File: config.mk
export PLATFORM = sky130hd
export DESIGN_NAME = clk_divider_prog
export DESIGN_NICKNAME = d
export VERILOG_FILES = /design/src/rtl/clk_divider_prog.sv
export SDC_FILE = /design/constraint.sdc
export NUM_CORES = 1
export LEC_CHECK = 0
export CAP_MARGIN = 20
export CORE_MARGIN = 2
export CORE_UTILIZATION = 50
export CTS_CLUSTER_DIAMETER = 120
export CTS_CLUSTER_SIZE = 24
export DETAILED_ROUTE_END_ITERATION = 16
export HOLD_SLACK_MARGIN = 0.12
export PLACE_DENSITY = 0.83
export SYNTH_ARGS = -nofsm -noshare
export SYNTH_HDL_FRONTEND = slang
export SYNTH_SLANG_ARGS = --single-unit
File: constraint.sdc
create_clock -name clk_in -period 5.05 [get_ports clk_in]
set_input_delay 1.515 -clock clk_in [delete_from_list [all_inputs] [get_ports clk_in]]
set_output_delay 1.515 -clock clk_in [all_outputs]
set_load 0.03 [all_outputs]
File: src/rtl/clk_divider_prog.sv
// clk_divider_prog: runtime-programmable integer clock divider.
// Divides clk_in by N in 2..2^WIDTH-1 and produces:
//   clk_flag : one-cycle enable pulse, high while cnt_out == N-1
//   clk_out  : divided square wave, high while cnt_out < floor(N/2)
// A new ratio is captured by div_load into a pending register and becomes
// active on the next N-1 -> 0 wrap. A running period is never truncated.
// Optional feature macro: CLK_DIV_ODD50_EN
//   When defined, a negedge flop re-times clk_out so that odd ratios give a
//   50% duty cycle. When undefined, only posedge logic is used.
module clk_divider_prog #(
  parameter int WIDTH       = 8,
  parameter int DEFAULT_DIV = 6
) (
  input  logic             clk_in,
  input  logic             reset_n,
  input  logic             en,
  input  logic [WIDTH-1:0] div_ratio,
  input  logic             div_load,
  output logic             div_busy,
  output logic             clk_flag,
  output logic             clk_out,
  output logic [WIDTH-1:0] cnt_out
);

  localparam logic [WIDTH-1:0] RATIO_RST = WIDTH'(DEFAULT_DIV);
  localparam logic [WIDTH-1:0] ONE       = WIDTH'(1);
  localparam logic [WIDTH-1:0] TWO       = WIDTH'(2);

  logic [WIDTH-1:0] cnt_q;
  logic [WIDTH-1:0] ratio_q;
  logic [WIDTH-1:0] pend_q;
  logic             busy_q;
  logic             flag_q;
  logic             out_q;

  logic [WIDTH-1:0] ld_val;
  logic             wrap;
  logic [WIDTH-1:0] ratio_nxt;
  logic [WIDTH-1:0] cnt_nxt;

  // Next-state decode: the new ratio takes effect together with the wrap so
  // the flag and clk_out of the first cycle of the new period use it.
  always_comb begin
    ld_val    = (div_ratio < TWO) ? TWO : div_ratio;
    // >= rather than == keeps the counter bounded even if it ever exceeds N-1
    wrap      = (cnt_q >= (ratio_q - ONE));
    ratio_nxt = (wrap && busy_q) ? pend_q : ratio_q;
    cnt_nxt   = wrap ? '0 : (cnt_q + ONE);
  end

  // Counter, active/pending ratio and registered outputs (decoded from next count).
  always_ff @(posedge clk_in or negedge reset_n) begin
    if (!reset_n) begin
      cnt_q   <= '0;
      ratio_q <= RATIO_RST;
      pend_q  <= '0;
      busy_q  <= 1'b0;
      flag_q  <= 1'b0;
      out_q   <= 1'b0;
    end else if (en) begin
      cnt_q   <= cnt_nxt;
      ratio_q <= ratio_nxt;
      flag_q  <= (cnt_nxt == (ratio_nxt - ONE));
      out_q   <= (cnt_nxt < (ratio_nxt >> 1));
      // A load on the wrap edge still lands in pending after the old pending
      // value was promoted, so it waits for the following wrap.
      if (div_load) begin
        pend_q <= ld_val;
        busy_q <= 1'b1;
      end else if (wrap && busy_q) begin
        busy_q <= 1'b0;
      end
    end else begin
      // Frozen: everything holds except the flag, which must not repeat.
      flag_q <= 1'b0;
    end
  end

`ifdef CLK_DIV_ODD50_EN
  logic neg_q;

  // Half-cycle delayed copy of the posedge term; OR-ing it in extends the
  // high phase by half a clk_in period for odd ratios.
  always_ff @(negedge clk_in or negedge reset_n) begin
    if (!reset_n) neg_q <= 1'b0;
    else          neg_q <= out_q;
  end

  assign clk_out = out_q | (ratio_q[0] & neg_q);
`else
  assign clk_out = out_q;
`endif

  assign clk_flag = flag_q;
  assign div_busy = busy_q;
  assign cnt_out  = cnt_q;

endmodule

=== Word-level counts from Yosys, hierarchy flattened ===
Cells that the tools add are included.

* Reductions and logical operators: 4
* Shift-type cells: 0
* Eq/ne operators: 1
* Order comparisons: 3
* Bitwise logic cells: 0
* Divide/modulo/power cells: 0
* Multiply operators: 0
* $add $sub $neg: 3
* Mux-type cells: 6

{| class="wikitable"
|+ Operators by type and width
! kind !! number
|-
| 8-bit 2-to-1 mux || 3
|-
| 8-bit by 1-bit subtractor with 8-bit output (second input constant) || 2
|-
| 8-bit by 1-bit adder with 8-bit output (second input constant) || 1
|-
| 8-bit equality test || 1
|-
| 8-bit greater-or-equal comparator || 1
|-
| 8-bit by 2-bit less-than comparator with 1-bit output (second input constant) || 1
|-
| 8-bit by 7-bit less-than comparator with 1-bit output || 1
|-
| 2-bit AND reduction || 2
|-
| 1-bit 2-to-1 mux || 3
|-
| 2-bit nonzero test || 1
|-
| 1-bit logical AND || 1
|}

* Memories: 0
* RAM bits: 0
* Latch bits: 0
* Bits of input ports: 12
* Register bits after elaboration: 27
* Output and inout bits: 11
* Memory bits (read-only): 0

=== Depth between registers and ports, before layout ===
Gate-level depths: netlist of run 1.

* Depth in word-level cells: 7
* Depth in mapped cells: 18

=== Least setup slack after synthesis of run 1 ===
Ideal clock, no wire load.

* Kind: flip-flop to flip-flop
* From: reg ratio_q[2]
* To: reg flag_q (netlist: clk_flag)
* Path buffers: 1
* Cell stages (with the launch flop): 18
* Clock period less this slack: 4007 ps
* Data arrival time: 3896 ps
* Setup slack: 1043 ps
* Required time: 4939 ps
* Cell sequence: dfstp_2 > nor3_1 > nand2b_1 > nor4_1 > xnor2_1 > ha_1 > and4_1 > o21a_4 > or2_1 > buf_2 > and3_1 > a21oi_1 > ha_1 > inv_1 > a21oi_1 > xnor3_1 > or4_1 > a2111oi_2

* Word-level cells in the longest chain between the ends: 7
* Elaborated cells between the ends (all ways): 8

{| class="wikitable"
|+ Ends and longest elaborated chain
! what !! line !! RTL
|-
| start, declared || 30 || <nowiki>logic [WIDTH-1:0] ratio_q;</nowiki>
|-
| start signal, assigned || 62 || <nowiki>ratio_q <= ratio_nxt;</nowiki>
|-
| 8-bit by 1-bit subtractor with 8-bit output || 46 || <nowiki>wrap = (cnt_q >= (ratio_q - ONE));</nowiki>
|-
| 8-bit greater-or-equal comparator || 46 ||
|-
| 1-bit logical AND || 47 || <nowiki>ratio_nxt = (wrap && busy_q) ? pend_q : ratio_q;</nowiki>
|-
| 8-bit 2-to-1 mux || 47 ||
|-
| 8-bit by 1-bit subtractor with 8-bit output || 63 || <nowiki>flag_q <= (cnt_nxt == (ratio_nxt - ONE));</nowiki>
|-
| 8-bit equality test * || 63 ||
|-
| 1-bit 2-to-1 mux * || 60 || <nowiki>end else if (en) begin</nowiki>
|-
| end signal, assigned || 63 ||
|-
| end, declared || 33 || <nowiki>logic flag_q;</nowiki>
|}

Mark *: on every way between the ends. The rest lies on a longest branch, timed or not.
A chain may end at the register's enable or synchronous reset.

=== Worst setup path in the final report of run 1 ===
* From: reg ratio_q[0]
* To: reg flag_q (netlist: clk_flag)

Same word-level chain as after synthesis.

==> flow_summary.yaml, run 1 <==
run_status:
  status: "completed"
detailed_routing:
  wirelength_met1_mm: 1.87
  via_per_inst: 5.96
  route.met3.wl_microns: 207
  wl_per_cell_microns: 16.6
  ant_nets: 0
  maxUsedRoutingLayer: "met4"
  wl_mm: 4.47
  vias: 1604
  met2_length_mm: 2.22
  first_pass_iters: 4
  drt_iter0_markers: 82
  drcViolationCount: 0
clock_network:
  cts_hold_buf: 0
  cts_tree: "yes"
  cts_made_buffers: 3
  htreeDepth: 1
  postCtsSetupBuffers: 0
  clk_latency_ns: 0.28
  cts_sinks: 27
  cts.path.max_buffers: 2
  cts_resized: 0
  cts_root_buffer: "clkbuf_8"
  clkTransAtPathRegs_ns: 0.09
worst_setup_path:
  crit_chain: "nor3_1 -> nand2b_1 -> nor2_1 -> xnor2_1 -> ha_1 -> a211oi_1 -> o21bai_2 -> or2_1 -> and3_1 -> a21oi_1 -> ha_1 -> inv_1 -> a21oi_1 -> xnor3_1 -> or4_1 -> a2111oi_2"
  arrival_ns: 4.60
  path_max_fanout: 11
  crit_buf_inv: 1
  worstPathRequired_ns: 5.23
  r2r.worst_path.cells: 16
  crit_slowest_cell: "or4_1"
  r2r-start: "ratio_q[0]"
  path_delay_family: "simple AND/OR/NAND/NOR gates"
  cp-end-kind: "register"
  crit_type: "register to register"
  rrSetupSlack_ns: 0.63
  timing.rr.end: "clk_flag"
  slowest_delay_ns: 0.54
  worst_setup_path_start_kind: "register"
floorplan:
  die_y_microns: 66.9
  pin_count: 23
  start_util: 0.528
  die_w_microns: 66.9
  dieArea_sq_um: 4480
  core_area_sq_um: 3740
  core.rowCount: 22
pwr:
  vdd_drop_max_v: 0.000194
  clkPwrFrac: 0.140
  p_leak_nw: 1.08
  switching_share: 0.415
  total_power_mw: 0.900
  power.density_nw_per_um2: 386
  internal_power_mw: 0.527
  seqPwrFrac: 0.364
  power_frac_comb: 0.496
  p_sw_mw: 0.373
timing:
  fin_crit_sh: 0.875
  finalHoldViolCount: 0
  worst_pin_slew_ns: 0.683
  relSlewSlack: 0.544
  max_freq_ghz: 0.226
  final.setup.tns_ns: 0
  finalClockSkew_ns: 0.00215
  period_needed_ns: 4.42
  finalSetupViolations: 0
  drv_slew: 0
  rsz0062_at_grt: "no"
synthesis:
  synth_top_cell_by_area: "dfrtp_1"
  ys_top_cells_by_count: "dfrtp_1 (25), ha_1 (17), nor2_1 (16), a21oi_1 (15), mux2_2 (13)"
  ys_top_cells_by_area: "dfrtp_1 (32%), ha_1 (11%), mux2_2 (7.4%)"
  ys_warn_count: 0
  synth.distinct_cells: 46
  ys_ff_latch: 27
  synthArstFlopShare: 1.00
  syn_inst: 196
  synth_ff_type: "dfrtp_1"
  netlist.area_leader.share: 0.316
  syn_area_sq_um: 1980
  post-synth-top-count-cell: "dfrtp_1"
  synth_edf_count: 0
  avgSynthCellArea_sq_um: 10.1
  ys_seq_area_frac: 0.343
  synth_fp_nets: 225
cells_and_area:
  seq_area_sq_um: 678
  nFillCells: 352
  multi_input_area_sq_um: 1250
  layout.nets: 251
  area_growth_pct: 18.0
  antenna_cells: 0
  drive_above_1_share: 0.140
  finalNonFillerCells: 269
worst_hold_path:
  hold_path.class: "register to register"
  hp-start: "pend_q[7]"
  hold_depth: 1
  holdPathEnd: "pend_q[7]"
flow_run:
  cap_viol_max_count: 0
place:
  io_buffers: 22
  hpwl_mm: 3.54
  dp_cells: 265
  gp_congestion: 0.987
grt:
  grt.total_usage: 0.227
  first_global_vias: 1691
  gr-total-overflow: 0
  grt_max_degree: 19
  grt_pass1_wl_mm: 7.58
  antenna_found_initial: 0
## layout by cell type, fill, tap and decap left out, types with 3 or more instances in the layout
| cell | netlist | final |
|---|---|---|
| nand2_1 | 9 | 9 |
| nor3b_1 | 3 | 3 |
| and3_1 | 3 | 3 |
| mux2i_1 | 8 | 8 |
| dfrtp_1 | 25 | 25 |
| nor2_1 | 16 | 16 |
| mux2_2 | 13 | 13 |
| nand3_1 | 6 | 6 |
| nor2_2 | 3 | 3 |
| nor3_1 | 7 | 7 |
| a211oi_1 | 3 | 3 |
| ha_1 | 17 | 17 |
| xnor2_1 | 12 | 12 |
| clkdlybuf4s50_1 | 0 | 22 |
| xor2_1 | 7 | 7 |
| clkbuf_8 | 0 | 3 |
| a21o_1 | 3 | 3 |
| inv_1 | 7 | 7 |
| a21oi_1 | 15 | 15 |
| buf_4 | 0 | 3 |
## per-stage QoR
step                      utilization  hold WS (ns)  area, sq um  setup slack, ns
after floorplan                     -         0.479         1980             1.04
after global placement          0.604         0.496         2260            0.881
after detailed placement        0.611         0.511         2290            0.667
after CTS                       0.623         0.533         2330            0.639
after global routing            0.623         0.568         2330            0.325
final                           0.623         0.527         2330            0.630
## cell type report
type                       count  share of cell area
clock buffer                   3              0.0177
clock inverter                 1             0.00214
timing repair buffer          26               0.116
inverter                       7              0.0113
sequential                    27               0.291
tap                           48              0.0257
multi-input combinational    157               0.537
## logic make-up (layout without fill, tap and decap cells)
| family | Yosys count | in the layout | synth area share |
|---|---|---|---|
| AO/OA/AOI/OAI | 38 | 38 | 0.139 |
| XOR/XNOR | 22 | 22 | 0.119 |
| adder cells (fa/ha/maj) | 17 | 17 | 0.108 |
| buffers and inverters | 12 | 37 | 0.0240 |
| flip-flops | 27 | 27 | 0.343 |
| multiplexers | 21 | 21 | 0.114 |
| AND/OR/NAND/NOR | 59 | 59 | 0.153 |
## worst register-to-register path: stages, from the launching register on
cell	delay, ns
dfrtp_1	0.44
nor3_1	0.33
nand2b_1	0.13
nor2_1	0.17
xnor2_1	0.15
ha_1	0.26
a211oi_1	0.30
o21bai_2	0.18
or2_1	0.39
and3_1	0.27
a21oi_1	0.19
ha_1	0.20
inv_1	0.06
a21oi_1	0.15
xnor3_1	0.22
or4_1	0.54
a2111oi_2	0.33
## worst max-delay path by stage
stage               start       end  slack, ns  depth (start not counted)
2_1_floorplan  ratio_q[2]  clk_flag       1.04                         17
3_3_place_gp   ratio_q[0]  clk_flag       0.88                         16
3_5_place_dp   ratio_q[0]  clk_flag       0.67                         16
4_1_cts        ratio_q[0]  clk_flag       0.64                         16
5_1_grt        ratio_q[0]  clk_flag       0.33                         16
6_report       ratio_q[0]  clk_flag       0.63                         16
## power groups by stage
stage | combinational (mW) | clock, mW | sequential [mW]
after CTS | 0.449 | 0.131 | 0.328
after floorplan | 0.272 | 0 | 0.356
after global routing | 0.494 | 0.141 | 0.334
after global placement | 0.430 | 0 | 0.328
after detailed placement | 0.446 | 0 | 0.332
final | 0.446 | 0.126 | 0.328
## state kept, by name, summed over array words and instances (netlist names)
signal    cells
cnt_out       8
clk_flag      1
div_busy      1
pend_q        8
ratio_q       8
clk_out       1
## per-layer routing
layer	track usage	up-vias
met3	0.0355	15
met4	0.115	0
met1	0.270	781
met5	0	-
met2	0.393	46
li1	-	762
(Power assumes the default switching activity.)
==> inputs of run 2 (changes only) <==
--- a/config.mk
+++ b/config.mk
@@ -8,7 +8,6 @@
 export CAP_MARGIN = 20
 export CORE_MARGIN = 2
 export CORE_UTILIZATION = 50
-export CTS_CLUSTER_DIAMETER = 120
 export CTS_CLUSTER_SIZE = 24
 export DETAILED_ROUTE_END_ITERATION = 16
 export HOLD_SLACK_MARGIN = 0.12
==> results of run 2 <==
Same layout as run 1: the final DEF is identical, and so are final timing and power.
==> inputs of run 3 (changes only) <==
--- a/config.mk
+++ b/config.mk
@@ -5,6 +5,7 @@
 export SDC_FILE = /design/constraint.sdc
 export NUM_CORES = 1
 export LEC_CHECK = 0
+export ABC_CLOCK_PERIOD_IN_PS = 5050
 export CAP_MARGIN = 20
 export CORE_MARGIN = 2
 export CORE_UTILIZATION = 50
==> results of run 3 <==
Same layout as run 1: the final DEF is identical, and so are final timing and power.
